### config.mk
export PLATFORM = sky130hd
export DESIGN_NAME = axi_burst_master
export DESIGN_NICKNAME = d
export VERILOG_FILES = /design/src/rtl/axi_burst_master.sv
export SDC_FILE = /design/constraint.sdc
export NUM_CORES = 1
export LEC_CHECK = 0
export BUFFER_PORTS_ARGS = -buffer_cell sky130_fd_sc_hd__buf_4
export CAP_MARGIN = 30
export CORE_UTILIZATION = 53
export CTS_BUF_LIST = sky130_fd_sc_hd__clkbuf_2 sky130_fd_sc_hd__clkbuf_4 sky130_fd_sc_hd__clkbuf_8
export CTS_CLUSTER_SIZE = 28
export DETAILED_ROUTE_END_ITERATION = 10
export GPL_TIMING_DRIVEN = 1
export PLACE_DENSITY = 0.93
export SETUP_SLACK_MARGIN = 0.3
export SYNTH_ARGS = -nofsm -noshare
export SYNTH_HDL_FRONTEND = slang
export SYNTH_SLANG_ARGS = --single-unit
### constraint.sdc
create_clock -name ACLK -period 4.4 [get_ports ACLK]
set_input_delay 0 -clock ACLK [delete_from_list [all_inputs] [get_ports ACLK]]
set_output_delay 0 -clock ACLK [all_outputs]
set_load 0.01 [all_outputs]
### src/rtl/axi_burst_master.sv
// AXI4 INCR burst traffic generator and read checker.
// One command at a time; writes a seeded pattern, verifies it on read.
package axi_pkg;
  localparam int AXI_IW     = 4;
  localparam int AXI_AW     = 32;
  localparam int AXI_DW     = 64;
  localparam int AXI_LW     = 8;
  localparam int AXI_SW     = 3;
  localparam int AXI_BURSTW = 2;
  localparam int AXI_WSTRBW = AXI_DW / 8;
  localparam int AXI_BRESPW = 2;
  localparam int AXI_RRESPW = 2;
endpackage

module axi_burst_master #(
  parameter int AXI_IW     = axi_pkg::AXI_IW,
  parameter int AXI_AW     = axi_pkg::AXI_AW,
  parameter int AXI_DW     = axi_pkg::AXI_DW,
  parameter int AXI_LW     = axi_pkg::AXI_LW,
  parameter int AXI_SW     = axi_pkg::AXI_SW,
  parameter int AXI_BURSTW = axi_pkg::AXI_BURSTW,
  parameter int AXI_WSTRBW = axi_pkg::AXI_WSTRBW,
  parameter int AXI_BRESPW = axi_pkg::AXI_BRESPW,
  parameter int AXI_RRESPW = axi_pkg::AXI_RRESPW,
  parameter logic [AXI_IW-1:0] TG_ID = '0
) (
  input  logic                  ACLK,
  input  logic                  ARESETn,
  input  logic                  cmd_valid,
  output logic                  cmd_ready,
  input  logic                  cmd_write,
  input  logic [AXI_AW-1:0]     cmd_addr,
  input  logic [AXI_LW-1:0]     cmd_len,
  input  logic [31:0]           cmd_seed,
  output logic                  done,
  output logic [15:0]           err_cnt,
  output logic                  resp_err,
  output logic [AXI_IW-1:0]     AWID,
  output logic [AXI_AW-1:0]     AWADDR,
  output logic [AXI_LW-1:0]     AWLEN,
  output logic [AXI_SW-1:0]     AWSIZE,
  output logic [AXI_BURSTW-1:0] AWBURST,
  output logic                  AWLOCK,
  output logic [3:0]            AWCACHE,
  output logic [2:0]            AWPROT,
  output logic [3:0]            AWQOS,
  output logic [3:0]            AWREGION,
  output logic                  AWVALID,
  input  logic                  AWREADY,
  output logic [AXI_DW-1:0]     WDATA,
  output logic [AXI_WSTRBW-1:0] WSTRB,
  output logic                  WLAST,
  output logic                  WVALID,
  input  logic                  WREADY,
  input  logic [AXI_IW-1:0]     BID,
  input  logic [AXI_BRESPW-1:0] BRESP,
  input  logic                  BVALID,
  output logic                  BREADY,
  output logic [AXI_IW-1:0]     ARID,
  output logic [AXI_AW-1:0]     ARADDR,
  output logic [AXI_LW-1:0]     ARLEN,
  output logic [AXI_SW-1:0]     ARSIZE,
  output logic [AXI_BURSTW-1:0] ARBURST,
  output logic                  ARLOCK,
  output logic [3:0]            ARCACHE,
  output logic [2:0]            ARPROT,
  output logic [3:0]            ARQOS,
  output logic [3:0]            ARREGION,
  output logic                  ARVALID,
  input  logic                  ARREADY,
  input  logic [AXI_IW-1:0]     RID,
  input  logic [AXI_DW-1:0]     RDATA,
  input  logic [AXI_RRESPW-1:0] RRESP,
  input  logic                  RLAST,
  input  logic                  RVALID,
  output logic                  RREADY
);

  localparam logic [2:0] S_IDLE = 3'd0;
  localparam logic [2:0] S_AW   = 3'd1;
  localparam logic [2:0] S_W    = 3'd2;
  localparam logic [2:0] S_B    = 3'd3;
  localparam logic [2:0] S_AR   = 3'd4;
  localparam logic [2:0] S_R    = 3'd5;
  localparam logic [2:0] S_FIN  = 3'd6;

  localparam int LANES = AXI_DW / 32;
  localparam int BSZ   = $clog2(AXI_WSTRBW);

  logic [2:0]            state;
  logic [AXI_LW:0]       beat;
  logic [31:0]           base;
  logic [AXI_AW-1:0]     addr_q;
  logic [AXI_LW-1:0]     len_q;
  logic [AXI_SW-1:0]     size_q;
  logic [AXI_BURSTW-1:0] burst_q;
  logic [AXI_DW-1:0]     wdata_q;
  logic [AXI_WSTRBW-1:0] wstrb_q;
  logic                  awvalid_q;
  logic                  wvalid_q;
  logic                  wlast_q;
  logic                  bready_q;
  logic                  arvalid_q;
  logic                  rready_q;
  logic                  cmd_ready_q;
  logic                  done_q;
  logic [15:0]           err_q;
  logic                  rerr_q;

  logic [31:0] base_nx;
  logic        last_beat;
  logic        r_bad;

  function automatic logic [AXI_DW-1:0] pat(
    input logic [31:0] b
  );
    logic [AXI_DW-1:0] v;
    v = '0;
    for (int j = 0; j < LANES; j++)
      v[j*32 +: 32] = b + 32'(j);
    return v;
  endfunction

  assign base_nx   = base + 32'(LANES);
  assign last_beat = (beat == {1'b0, len_q});
  assign r_bad     = (RDATA != pat(base))
                  || (RID != TG_ID)
                  || (RLAST != last_beat);

  // Burst sequencing, pattern generation and read checking.
  always_ff @(posedge ACLK) begin
    if (!ARESETn) begin
      state       <= S_IDLE;
      beat        <= '0;
      base        <= '0;
      addr_q      <= '0;
      len_q       <= '0;
      size_q      <= '0;
      burst_q     <= '0;
      wdata_q     <= '0;
      wstrb_q     <= '0;
      awvalid_q   <= 1'b0;
      wvalid_q    <= 1'b0;
      wlast_q     <= 1'b0;
      bready_q    <= 1'b0;
      arvalid_q   <= 1'b0;
      rready_q    <= 1'b0;
      cmd_ready_q <= 1'b0;
      done_q      <= 1'b0;
      err_q       <= '0;
      rerr_q      <= 1'b0;
    end else begin
      done_q <= 1'b0;
      case (state)
        S_IDLE: begin
          cmd_ready_q <= 1'b1;
          if (cmd_valid && cmd_ready_q) begin
            cmd_ready_q <= 1'b0;
            addr_q  <= cmd_addr
                     & ~AXI_AW'(AXI_WSTRBW - 1);
            len_q   <= cmd_len;
            size_q  <= AXI_SW'(BSZ);
            burst_q <= AXI_BURSTW'(1);
            base    <= cmd_seed;
            beat    <= '0;
            if (cmd_write) begin
              awvalid_q <= 1'b1;
              state     <= S_AW;
            end else begin
              arvalid_q <= 1'b1;
              state     <= S_AR;
            end
          end
        end
        S_AW: if (AWREADY) begin
          awvalid_q <= 1'b0;
          wvalid_q  <= 1'b1;
          wdata_q   <= pat(base);
          wstrb_q   <= '1;
          wlast_q   <= (len_q == '0);
          state     <= S_W;
        end
        S_W: if (WREADY) begin
          if (last_beat) begin
            wvalid_q <= 1'b0;
            wlast_q  <= 1'b0;
            bready_q <= 1'b1;
            state    <= S_B;
          end else begin
            beat    <= beat + 1'b1;
            base    <= base_nx;
            wdata_q <= pat(base_nx);
            wlast_q <= ((beat + 1'b1)
                       == {1'b0, len_q});
          end
        end
        S_B: if (BVALID) begin
          bready_q <= 1'b0;
          done_q   <= 1'b1;
          state    <= S_FIN;
          if (BRESP != '0 || BID != TG_ID)
            rerr_q <= 1'b1;
        end
        S_AR: if (ARREADY) begin
          arvalid_q <= 1'b0;
          rready_q  <= 1'b1;
          state     <= S_R;
        end
        S_R: if (RVALID) begin
          if (r_bad && err_q != 16'hFFFF)
            err_q <= err_q + 16'd1;
          if (RRESP != '0)
            rerr_q <= 1'b1;
          if (last_beat) begin
            rready_q <= 1'b0;
            done_q   <= 1'b1;
            state    <= S_FIN;
          end else begin
            beat <= beat + 1'b1;
            base <= base_nx;
          end
        end
        S_FIN: begin
          cmd_ready_q <= 1'b1;
          state       <= S_IDLE;
        end
        default: state <= S_IDLE;
      endcase
    end
  end

  assign cmd_ready = cmd_ready_q;
  assign done      = done_q;
  assign err_cnt   = err_q;
  assign resp_err  = rerr_q;

  assign AWID     = TG_ID;
  assign AWADDR   = addr_q;
  assign AWLEN    = len_q;
  assign AWSIZE   = size_q;
  assign AWBURST  = burst_q;
  assign AWLOCK   = 1'b0;
  assign AWCACHE  = 4'b0011;
  assign AWPROT   = 3'b000;
  assign AWQOS    = 4'b0000;
  assign AWREGION = 4'b0000;
  assign AWVALID  = awvalid_q;

  assign WDATA  = wdata_q;
  assign WSTRB  = wstrb_q;
  assign WLAST  = wlast_q;
  assign WVALID = wvalid_q;
  assign BREADY = bready_q;

  assign ARID     = TG_ID;
  assign ARADDR   = addr_q;
  assign ARLEN    = len_q;
  assign ARSIZE   = size_q;
  assign ARBURST  = burst_q;
  assign ARLOCK   = 1'b0;
  assign ARCACHE  = 4'b0011;
  assign ARPROT   = 3'b000;
  assign ARQOS    = 4'b0000;
  assign ARREGION = 4'b0000;
  assign ARVALID  = arvalid_q;
  assign RREADY   = rready_q;

endmodule

# Yosys cells after proc, flatten, opt, wreduce, memory -nomap -nowiden
# Cells that the tools add are included.
word_totals:
  regBits: 173
  inputBits: 158
  output_inout_bits: 227
  word_cells: 138
classes:
  addsub: 5
  eq_ne: 24
  muxes: 58
  reduce_logical: 32
ops:
  columns: ["op", "n"]
  rows:
  - ["$mux W64", 3]
  - ["$mux W32", 4]
  - ["$pmux W64 S2", 1]
  - ["$pmux W32 S3", 1]
  - ["$add A32 B1 Y32 const B", 2]
  - ["$ne A64 B64 Y1", 1]
  - ["$mux W9", 4]
  - ["$add A32 B2 Y32 const B", 1]
  - ["$reduce_and A4 Y1", 7]
  - ["$mux W3", 9]
  - ["$pmux W9 S3", 1]
  - ["$ne A2 B2 Y1 const B", 13]
  - ["$mux W1", 25]
  - ["$eq A9 B8 Y1", 2]
  - ["$pmux W1 S2", 9]
  - ["$pmux W3 S6", 1]
  - ["$reduce_bool A2 Y1", 9]
  - ["$add A16 B1 Y16 const B", 1]
  - ["$ne A16 B16 Y1 const B", 1]
  - ["$add A9 B1 Y9 const B", 1]
  - ["$eq A3 B3 Y1 const B", 3]
  - ["$logic_not A8 Y1", 1]
  - ["$reduce_and A8 Y1", 1]
  - ["$reduce_bool A4 Y1", 2]
  - ["10 further kinds", 16]

# Longest topological paths before layout
# Gate-level depths: netlist of the first run.
logic_depth:
  ltp_word: 6
  mapped_depth: 13
  mapped_depth_nobuf: 10

# Worst setup path before layout of the first run
# No wires, ideal clock.
synth_timing:
  path_kind: "flip-flop to flip-flop"
  from: "register base[2]"
  to: "register wdata_q[57] (netlist: WDATA[57])"
  setup_time_ps: 129
  arrival_ps: 3011
  required_ps: 4271
  slack_ps: 1260
  path_stages_with_launch: 12
  n_path_buf: 1
  period_less_slack_ps: 3140
  path_cell_list: "dfxtp_1 -> ha_1 -> clkbuf_1 -> nand3_2 -> or4_1 -> or3_1 -> a22oi_1 -> nand4b_2 -> or2_1 -> nor4_1 -> xor2_1 -> o22ai_1"
synth_via:
  elab_chain_len: 5
  word_cells_on_any_way: 7
  cone_classes: "add/sub: 3; mux: 4"
synth_lines:
  columns: ["element", "line_no", "source"]
  rows:
  - ["start, declared", "92", "logic [31:0] base;"]
  - ["start signal, assigned", "164", "base <= cmd_seed;"]
  - ["start signal, assigned", "191", "base <= base_nx;"]
  - ["start signal, assigned", "220", "base <= base_nx;"]
  - ["$add A32 B2 Y32", "124", "assign base_nx = base + 32'(LANES);"]
  - ["$add A32 B1 Y32", "120", "v[j*32 +: 32] = b + 32'(j);"]
  - ["$mux W64", "184", "if (last_beat) begin"]
  - ["$mux W64", "183", "S_W: if (WREADY) begin"]
  - ["$pmux W64 S2 *", "154", "case (state)"]
  - ["end signal, assigned", "178", "wdata_q <= pat(base);"]
  - ["end signal, assigned", "192", "wdata_q <= pat(base_nx);"]
  - ["end, declared", "97", "logic [AXI_DW-1:0] wdata_q;"]
# Mark *: on every way between the ends. The rest lies on a longest branch, timed or not. The select of a mux whose other input is x is not followed.
# A chain may end at the register's enable or synchronous reset.

# Worst setup path in the final report of the first run
layout_timing:
  from: "register base[17]"
  to: "register err_q[7] (netlist: err_cnt[7])"
layout_via:
  elab_chain_len: 6
layout_lines:
  columns: ["element", "line_no", "source"]
  rows:
  - ["$add A32 B1 Y32", "120", null]
  - ["$ne A64 B64 Y1 *", "126", "assign r_bad = (RDATA != pat(base))"]
  - ["$logic_or A1 B1 Y1 *", "127", "|| (RID != TG_ID)"]
  - ["$logic_or A1 B1 Y1 *", "128", "|| (RLAST != last_beat);"]
  - ["$logic_and A1 B1 Y1 *", "210", "if (r_bad && err_q != 16'hFFFF)"]
  - ["$reduce_and A3 Y1 (no line) *", null, null]
  - ["end signal, assigned", "211", "err_q <= err_q + 16'd1;"]
  - ["end, declared", "107", "logic [15:0] err_q;"]
# Mark *: on every way between the ends. The rest lies on a longest branch, timed or not.

==> summary.md, run 1 <==
| Metric | Value |
|---|---|
| N_diodes | 0 |
| CORE AREA | about 0.021 mm² |
| Max Slew Vio Count | 0 |
| Fin crit period | between 3 and 4 ns |
| Sw Ratio | 46.32% |
| CP Capture Type | flop |
| Slowest cell on the critical path | nor4_1 |
| Clock Sinks | approximately 170 |
| Internal power | about 3.9 mW |
| Worst-Margin Slew | just over 1 ns |
| First-pass GRT wire length | about 68,000 µm |
| CTS clk-pin slew, worst paths | 0.11 ns |
| Largest net degree at the start of global routing | 84 |
| Number of enable flip-flop cells after synthesis | 0 |
| DRC viols | 0 |
| Cell Count Post-Placement | between 2,000 and 2,500 |
| 1st-pass router iterations | 6 |
| Min-delay src | cmd_seed[9] |
| Max Root-Sink Buffers | 2 |
| CTS buffer count | 17 |
| Synth async-reset ratio | 0% |
| Final Skew | around 0.028 ns |
| Pwr dens | around 480 mW/mm² |
| 1st-iter DRT viols | 1,536 |
| Routed wire per std cell | ~21 µm |
| Achievable frequency | approximately 260 MHz |
| Starting Density | between 50% and 60% |
| Die area | between 0.02 and 0.025 mm² |
| Vias per cell | 6.025 |
| Critical-path maximum fanout | 21 |
| Max incr delay on CP | roughly 0.76 ns |
| Setup CP Type | reg -> reg |
| Post-Synthesis Cell Area | roughly 0.012 mm² |
| RePlAce Congestion | approximately 1 |
| Final HPWL DP | ~32,000 µm |
| Seq/Total Area, Yosys | between 20% and 30% |
| CP arrival | around 4.2 ns |
| Routed vias | approximately 13,000 |
| Placement Rows | between 50 and 60 |
| Die H | between 150 and 200 µm |
| IO buf count | approximately 330 |
| Leakage | ~5.9 nW |
| Worst-Skew Late Latency | around 0.50 ns |
| Reg-to-Reg End | err_cnt[7] |
| WP data required | about 4.8 ns |
| CTS Root Cell | clkbuf_8 |
| Max_cap viols | 0 |
| Register area | ~0.0034 mm² |
| Initial antenna violation count | 0 |
| R2r setup slk | about 0.54 ns |
| I/O Pins | roughly 390 |
| Syn_area_per_cell | 7.480 µm² |
| Worst hold endpoint | base[9] |
| Gate power share | between 40 and 50% |
| Fillers | about 1,600 |
| CTS tree | built |
| Slew HR | around 30% |
| Worst flop-to-flop path startpoint | base[17] |
| Setup crit start kind | flop |
| Main synth FF type | dfxtp_1 |
| Fin. Hold Viols | 0 |
| Setup Viol. Count Final | 0 |
| Die width | 150.6 µm |
| WP buf/inv | 1 |
| Clock power frac | between 15 and 20% |
| Critical-path cell list | nand4_1 > nor4_1 > nand2_1 > xnor3_1 > a2111oi_2 > nand4_1 > nor4_4 > buf_4 > and4bb_1 > mux2i_1 |
| YS warnings | 0 |
| Worst hold path depth | 4 |
| Footprint of the multi-input gates | between 0.007 and 0.008 mm² |
| H-tree Lvls | 4 |
| Total grt overflow | 0 |
| Tot Pwr | ~7.2 mW |
| Reg power frac | between 30 and 40% |
| Min-delay worst type | in -> reg |
| Layout cell share with drive strength beyond 1 | a little under a quarter |
| RSZ-0062 raised after global routing | false |
| Final worst-path cycle share | 87.77% |
| Remaining antenna violation count | 0 |
| Synth Instances | between 1,500 and 2,000 |
| Status | finished clean |
| Psw | between 3 and 4 mW |
| Gr usage total | between 30% and 40% |
| Area delta synth->final | 29.27% |
| Post-route insts no fill | 2,162 |
| Peak VDD IR | around 340 µV |
| Final nets | 2,038 |
| TNS Setup | 0 ns |
| Worst path top cell family by delay | simple AND/OR/NAND/NOR gates |
| Detailed Route WL | roughly 45,000 µm |
| Register bit total from synthesis | approximately 170 |
| Crit path top cell by count | nand4_1 |
| FF-to-FF path depth | 10 |
| Number of global-route vias before repair | 12,272 |
| Synth cell types | 85 |
[power by group through the flow]
stage | logic (mW) | registers (mW) | clock network (mW)
2_1_floorplan | 2.26 | 2.28 | 0
5_1_grt | 3.80 | 2.44 | 1.34
6_report | 3.55 | 2.40 | 1.28
3_5_place_dp | 3.37 | 2.40 | 0
4_1_cts | 3.44 | 2.36 | 1.27
3_3_place_gp | 3.29 | 2.38 | 0
[how the worst max path moves through the flow]
| stage | start | to | slack, ns | cells after the start |
|---|---|---|---|---|
| after detailed placement | base[1] | err_cnt[7] | 0.57 | 11 |
| after global placement | base[1] | err_cnt[7] | 0.64 | 11 |
| final | base[17] | err_cnt[7] | 0.54 | 10 |
| after floorplan | base[2] | WDATA[57] | 1.26 | 11 |
| after global routing | base[1] | WDATA[57] | 0.36 | 10 |
| after CTS | base[1] | err_cnt[7] | 0.54 | 11 |
[placed cells by master (no fill, tap or decap), drive strengths merged, types with 13 or more instances in the layout]
cell / instances
buf: 383
nand2: 205
nor2: 178
dfxtp: 172
a21oi: 144
xnor2: 99
dlygate4sd3: 73
xor2: 72
nor3: 51
conb: 50
a211oi: 49
o21ai: 46
nand4: 40
nor4: 29
nand3: 23
inv: 21
nand2b: 20
o211ai: 17
clkbuf: 17
nor2b: 15
mux2i: 15
o31ai: 13
and2: 13
[state kept, by name, indices dropped and copies added (netlist names), 3 cells and up]
register,count
ARLEN,8
ARADDR,29
err_cnt,16
base,32
beat,9
state,3
WDATA,64
[worst min-delay path: cells and delay by family]
kind / cells / cell delay, ns
AND/OR/NAND/NOR: 1 / 0.15
buffers and inverters: 1 / 0.09
AO/OA/AOI/OAI: 2 / 0.25
[stage by stage]
stage	area (µm²)	hold slack (ns)	util, %	setup slack, ns
floorplan	11880	0.1011	-	1.260
global placement	13910	0.2453	65.14	0.6422
detailed placement	13910	0.2565	65.14	0.5686
CTS	15090	0.01013	70.66	0.5403
global route	15120	0.02064	70.83	0.3574
finish	15120	0.03585	70.83	0.5383
[layout make-up]
type,instances,share of cell area (%)
Timing Repair Buffer,456,23.84
Clock buffer,17,1.547
Clock inverter,15,1.406
Inverter,16,0.4054
Sequential cell,172,22.79
Multi-Input combinational cell,1211,47.73
Tap cell,275,2.275
[synthesized netlist by cell type, types with 4 or more instances]
library cell  count  area share, %
nand2_1         204            6.5
buf_4           101            6.5
nor2b_1          15           0.80
a22oi_1           5           0.32
or4_1             7           0.45
ha_1              6           0.64
buf_1            12           0.38
nor3_1           50            2.1
o31ai_1          13           0.83
and2_1           13           0.70
or2_2             6           0.32
a31oi_1           4           0.21
a211oi_1         49            3.1
nand4_1          38            2.0
a21oi_1         144            6.2
and3_1           10           0.53
xnor2_1          99            7.4
clkbuf_1         81            2.6
o21ai_0          43            1.8
xor2_1           72            5.4
nor3b_1           5           0.32
o22ai_1          12           0.64
mux2i_1          15            1.3
dfxtp_1         172             29
o221ai_1          8           0.60
o211ai_1         17            1.1
nand3_1          21           0.90
nand2b_1         20            1.1
nor4_1           23            1.2
nand3b_1          6           0.38
or3_1             6           0.32
nor2_1          178            5.7
buf_2            18           0.77
inv_1            14           0.45
[cell families after synthesis]
group	count (synthesis)	share of synthesized area (%)
flip-flops	172	29.43
AO/OA/AOI/OAI	335	18.09
buffers and inverters	229	10.84
XOR/XNOR	172	12.99
other	2	0.06420
multiplexers	18	1.668
AND/OR/NAND/NOR	630	26.27
adder cells (fa/ha/maj)	6	0.6417
[routing by layer]
layer	up-vias	track usage [%]	wire length (µm)
li1	5916	-	-
met1	6109	49.80	17400
met2	835	62.30	21000
met3	165	8.636	4672
met4	0	19.40	2178
met5	-	0	0
[timing repair]
item | in CTS | in global routing
buffers inserted | 0 | 4
hold endpoints to repair | 73 | 0
hold buffers | 73 | 0
endpoints found under the setup margin | 0 | 4
gates resized for setup | 0 | 4
No activity file was read; power rests on OpenSTA's default activity.
==> run 2, diff against run 1 <==
- CORE_AREA: default -> 2 2 149 151
- CORE_UTILIZATION: 53 -> default
- DIE_AREA: default -> 0 0 151 153
- PLACE_DENSITY: 0.93 -> 0.95
- clock period: 4.4 -> 4.45 ns (I/O delays scaled with it)
==> run 2 against run 1 <==
Non-clock buffer count decreased by 1. Routed wire length increased by 1.4%. Highest routed layer unchanged. Maximum frequency decreased by 1.0%. Clock power decreased by 7%. Global-route usage decreased by 0.62 points. Utilization decreased by 0.58 points. Register-to-register slack about the same. Design area decreased by 0.20%. Combinational power about the same. Flip-flop and latch count unchanged. Via count increased by 1.3%. Critical path depth increased by 2.
==> summary.md, run 2 (synthesis gave the netlist of run 1 again) <==
| Metric | Value |
|---|---|
| 1st-pass router iterations | 6 (unchanged) |
| Peak VDD IR | 368.9 µV (+7.2%) |
| Critical-path maximum fanout | 21 (unchanged) |
| CORE AREA | 0.02149 mm² (+0.62%) |
| Psw | 3.336 mW (-0.34%) |
| Vias per cell | 6.091 (+1.1%) |
| Routed wire per std cell | 21.16 µm (+1.1%) |
| Die width | 151 µm (+0.29%) |
| Max reg flops | 64 (unchanged) |
| Clock Sinks | 172 (unchanged) |
| Number of global-route vias before repair | 12,537 (+2.2%) |
| Die H | 153 µm (+1.6%) |
| Achievable frequency | 256.3 MHz (-1.0%) |
| CTS buffer count | 17 (unchanged) |
| Reg power frac | 33.4% (+0.2 points) |
| Most common cell after layout, fill and taps aside | buf_4 |
| Setup crit start kind | flop |
| Max Slew Vio Count | 0 (unchanged) |
| TNS Setup | 0 ns (unchanged) |
| WP data required | 4.82 ns (+0.04 ns) |
| Die area | 0.02310 mm² (+1.9%) |
| CTS tree | built |
| Final core occ | 70.25% (-0.58 points) |
| DRC viols | 0 (unchanged) |
| Setup Viol. Count Final | 0 (unchanged) |
| Footprint of the multi-input gates | 0.007216 mm² (about the same) |
| RePlAce Congestion | 1.036 (+2.4%) |
| Register area | 0.003445 mm² (about the same) |
| Hold Slack | 0.01510 ns (-0.02075 ns) |
| Status | finished clean |
| 1st-iter DRT viols | 1,534 (-0.13%) |
| Slew HR | 34.38% (+4.5 points) |
| Fin. Hold Viols | 0 (unchanged) |
| Final nets | 2,037 (-0.049%) |
| Gate power share | 50.0% (+0.8 points) |
| Slowest cell on the critical path | dfxtp_1 |
| Final worst-path cycle share | 87.68% (about the same) |
| Pwr dens | 472.6 mW/mm² (-1.1%) |
| Fillers | 1,655 (+1.5%) |
| CP Capture Type | flop |
| Fin crit period | 3.902 ns (+0.04012 ns) |
| CTS Root Cell | clkbuf_8 |
| Sw Ratio | 46.77% (+0.46 points) |
| Final HPWL DP | 32,500 µm (+2.5%) |
| First-pass GRT wire length | 69,350 µm (+2.1%) |
| CP arrival | 4.27 ns (+0.03 ns) |
| Critical-path cell list | ha_1 > nand2_1 > nor4_4 > buf_4 > nand4_1 > xnor2_1 > nor4_1 > nand4_1 > nor4_4 > buf_12 > and4bb_1 > mux2i_1 |
| Tot Pwr | 7.133 mW (-1.3%) |
| RSZ-0062 raised after global routing | false |
| Clock power frac | 16.6% (-1.1 points) |
| Worst-Margin Slew | 0.9716 ns (-0.06622 ns) |
| Setup CP Type | reg -> reg |
| Max_cap viols | 0 (unchanged) |
| Total grt overflow | 0 (unchanged) |
| Layout cell share with drive strength beyond 1 | 23.81% (-0.15 points) |
| Gr usage total | 38.54% (-0.62 points) |
| Leakage | 5.912 nW (-0.31%) |
| Worst-Skew Late Latency | 0.49 ns (about the same) |
| Routed vias | 13,200 (+1.3%) |
| Worst path top cell family by delay | simple AND/OR/NAND/NOR gates |
| Area delta synth->final | 29.02% |
| Detailed Route WL | 45,860 µm (+1.4%) |
| Placement Rows | 54 (+1.9%) |
| Largest net degree at the start of global routing | 61 (-27%) |
| H-tree Lvls | 4 (unchanged) |
| Final Skew | 0.02318 ns (-0.004524 ns) |
| Max incr delay on CP | 0.54 ns (-0.22 ns) |
| Starting Density | 54.45% (-0.34 points) |
| Max Root-Sink Buffers | 2 (unchanged) |
| IO buf count | 331 (unchanged) |
| Remaining antenna violation count | 0 (unchanged) |
| Min-delay worst type | in -> reg |
| Most frequent cells in the layout | buf_4 (382), nand2_1 (204), nor2_1 (176) |
| I/O Pins | 385 (unchanged) |
| CTS clk-pin slew, worst paths | 0.12 ns (about the same) |
| Internal power | 3.796 mW (-2.2%) |
| Initial antenna violation count | 1 (+1) |
| WP buf/inv | 2 (+1) |
==> run 2: per-stage QoR <==
step / cell area, µm² / setup WS [ns] / instances
5_1_grt: 15090 / 0.3426 / 2167
3_3_place_gp: 13960 / 0.6726 / 2062
4_1_cts: 15090 / 0.5059 / 2166
6_report: 15090 / 0.5482 / 2167
3_5_place_dp: 13960 / 0.5517 / 2062
2_1_floorplan: 11880 / 1.310 / 1612
==> run 2: tightest hold or removal path, cell delays in order <==
cell and delay (ns):
buf_4 0.08, nor2_1 0.05, a211oi_1 0.21, a21oi_1 0.06, nor2_1 0.07
==> run 2: power by group through the flow <==
stage	combinational [mW]	sequential (mW)	clock, mW
floorplan	2.23	2.25	0
finish	3.57	2.38	1.19
CTS	3.45	2.35	1.18
global placement	3.29	2.36	0
detailed placement	3.38	2.38	0
global route	3.80	2.42	1.24
==> run 2: area by class of cell <==
class / count / area share [%]
multi-input cells: 1211 / 47.81
inverters: 16 / 0.4062
flip-flops and latches: 172 / 22.82
clock inverters: 14 / 1.119
repair buffers: 455 / 23.91
diodes: 1 / 0.01658
well taps: 280 / 2.321
clock buffers: 18 / 1.600
==> run 2: what timing repair did <==
action	CTS	global route
endpoints found under the setup margin	0	1
endpoints found under the hold margin	71	0
hold buffers	72	0
setup buffers	0	0
resized for setup	0	1
==> run 2: layer usage <==
metal	global-route usage [%]	vias up	routed length, µm
met5	0	-	0
met4	17.62	0	2136
met3	7.403	165	4734
met2	61.69	924	21200
met1	50.04	6200	17790
li1	-	5911	-
==> run 2: path summary, 6_finish.rpt <==
| check | to | start | cells past startpoint | slack (ns) |
|---|---|---|---|---|
| setup / recovery | err_cnt[7] | base[1] | 12 | 0.55 |
| hold / removal | base[24] | cmd_seed[24] | 5 | 0.02 |
| setup reg to reg | err_cnt[7] | base[1] | 12 | 0.55 |
| hold reg to reg | WDATA[40] | WDATA[40] | 2 | 0.47 |
==> run 3, diff against run 2 <==
- GPL_TIMING_DRIVEN: 1 -> 0
- RECOVER_POWER: default -> 25
- REMOVE_ABC_BUFFERS: default -> 1
==> run 3 against run 2 <==
Global-route usage decreased by 2.0 points. Die area is the same. Critical path depth shrank 1. Sequential share of layout area increased by 0.60 points. Sequential power up 6%. Largest cell class unchanged. Largest power group unchanged.
==> summary.md, run 3 (synthesis gave the netlist of run 1 again) <==
| Metric | Value |
|---|---|
| Total grt overflow | 0 (unchanged) |
| Critical-path cell list | ha_1 > nand3_1 > or4_4 > xnor2_1 > a2111o_1 > nor4_1 > nand4_1 > nor4_4 > buf_6 > and4bb_1 > mux2i_1 |
| Most frequent cells in the layout | buf_4 (260), nand2_1 (204), nor2_1 (175) |
| Setup WS pre-CTS | 0.05420 ns (-0.4975 ns) |
| First-pass GRT wire length | 66,030 µm (-4.8%) |
| IO buf count | 331 (unchanged) |
| Fin area | 0.01475 mm² (-2.3%) |
| Fin crit period | 3.920 ns (+0.01853 ns) |
| I/O Pins | 385 (unchanged) |
| CORE AREA | 0.02149 mm² (unchanged) |
| DRC viols | 0 (unchanged) |
| RePlAce Congestion | 0.9880 (-4.6%) |
| Max reg flops | 64 (unchanged) |
| Leakage | 5.481 nW (-7.3%) |
| Number of global-route vias before repair | 12,192 (-2.8%) |
| Gr usage total | 36.55% (-2.0 points) |
| Routed wire per std cell | 20.52 µm (-3.1%) |
| Setup Viol. Count Final | 0 (unchanged) |
| Status | finished clean |
| Area delta synth->final | 26.06% |
| CP Capture Type | flop |
| Final HPWL DP | 30,890 µm (-4.9%) |
| TNS Setup | 0 ns (unchanged) |
| Detailed Route WL | 44,050 µm (-4.0%) |
| Achievable frequency | 255.1 MHz (-0.47%) |
| Largest net degree at the start of global routing | 124 (+100%) |
| CTS tree | built |
| Placement Rows | 54 (unchanged) |
| CTS buffer count | 17 (unchanged) |
| Final Skew | 0.02750 ns (+0.004319 ns) |
| RSZ-0062 raised after global routing | false |
| Setup crit start kind | flop |
| Most common cell after layout, fill and taps aside | buf_4 |
| Final WS setup | 0.5296 ns (-0.01853 ns) |
| Setup CP Type | reg -> reg |
| Worst-Skew Late Latency | 0.50 ns (about the same) |
| H-tree Lvls | 4 (unchanged) |
| Worst-Margin Slew | 1.011 ns (+0.03927 ns) |
| WP data required | 4.85 ns (+0.03 ns) |
| Pwr dens | 462.8 mW/mm² (-2.1%) |
| Remaining antenna violation count | 0 (unchanged) |
| Post-DP Area | 0.01373 mm² (-1.6%) |
| Starting Density | 54.45% (unchanged) |
| Routed vias | 13,003 (-1.5%) |
| Die width | 151 µm (unchanged) |
| Final nets | 2,015 (-1.1%) |
| Initial antenna violation count | 2 (+1) |
| CTS Root Cell | clkbuf_8 |
| Final worst-path cycle share | 88.10% (+0.42 points) |
| Slowest cell on the critical path | or4_4 |
| CP arrival | 4.32 ns (+0.05 ns) |
| Slew HR | 32.61% (-1.8 points) |
| Critical-path maximum fanout | 21 (unchanged) |
| Peak VDD IR | 403.4 µV (+9.3%) |
| Final core occ | 68.64% (-1.6 points) |
| Max incr delay on CP | 0.67 ns (+0.13 ns) |
| 1st-pass router iterations | 7 (+1) |
| Max_cap viols | 0 (unchanged) |
| Die area | 0.02310 mm² (unchanged) |
| 1st-iter DRT viols | 1,266 (-17%) |
| Max Slew Vio Count | 0 (unchanged) |
| Die H | 153 µm (unchanged) |
| Tot Pwr | 6.825 mW (-4.3%) |
| Min-delay worst type | in -> reg |
| Fin. Hold Viols | 0 (unchanged) |
| Vias per cell | 6.056 (-0.57%) |
| CTS clk-pin slew, worst paths | 0.12 ns (about the same) |
| Layout cell share with drive strength beyond 1 | 18.67% (-5.1 points) |
| Max Root-Sink Buffers | 2 (unchanged) |
| Clock Sinks | 172 (unchanged) |
run 3: per-layer routing:
layer | part of all wire [%] | vias to the layer above | global-route usage, %
met3 | 9.2 | 179 | 5.463
met1 | 37 | 6099 | 43.88
met4 | 5.9 | 0 | 20.83
li1 | - | 5876 | -
met5 | 0 | - | 0
met2 | 48 | 849 | 61.84
run 3: worst paths after layout:
path,start,depth (start not counted),to,slack [ns]
setup / recovery,base[0],11,err_cnt[7],0.53
hold / removal,ARESETn,3,state[0],0.09
setup reg to reg,base[0],11,err_cnt[7],0.53
hold reg to reg,WDATA[33],2,WDATA[33],0.45
run 3: metrics by stage:
stage	hold WS, ns	cells
final	0.09292	2147
after global routing	0.1192	2146
after CTS	0.06269	2128
after detailed placement	0.2616	2019
after global placement	0.2349	2010
after floorplan	0.1002	1399
run 3: power breakdown:
group	switching, mW	total [mW]	leakage, nW	internal, mW
registers	0.628	2.52	1.40	1.90
logic	1.85	3.15	3.89	1.31
clock network	0.722	1.15	0.196	0.426
total	3.20	6.82	5.48	3.63
run 3: layout make-up:
class,count,area (µm²)
Multi-Input combinational cell,1211,7264
Fill cell,1782,6738
Sequential cell,172,3455
Timing Repair Buffer,433,3216
Tap cell,280,350.3
Clock buffer,18,241.5
Clock inverter,14,148.9
Inverter,16,65.06
Antenna cell,3,7.507
run 3: worst max-delay path: cells and delay by family (launching register included):
kind / cells / cell delay, ns
AOI/OAI and AO/OA: 1 / 0.28
xor gates and xnor gates: 1 / 0.15
adders and majority gates: 1 / 0.33
buffers and inverters: 1 / 0.22
DFF: 1 / 0.53
muxes: 1 / 0.12
and+or+nand+nor: 6 / 2.16
run 3: timing repair:
| action | 4_1_cts | 5_1_grt |
|---|---|---|
| endpoints found under the hold margin | 77 | 0 |
| pin swaps | 1 | 4 |
| setup buffers | 0 | 16 |
| hold buffers | 77 | 0 |
| resized for setup | 5 | 11 |
| setup endpoints to repair | 20 | 25 |
| cloned | 0 | 0 |
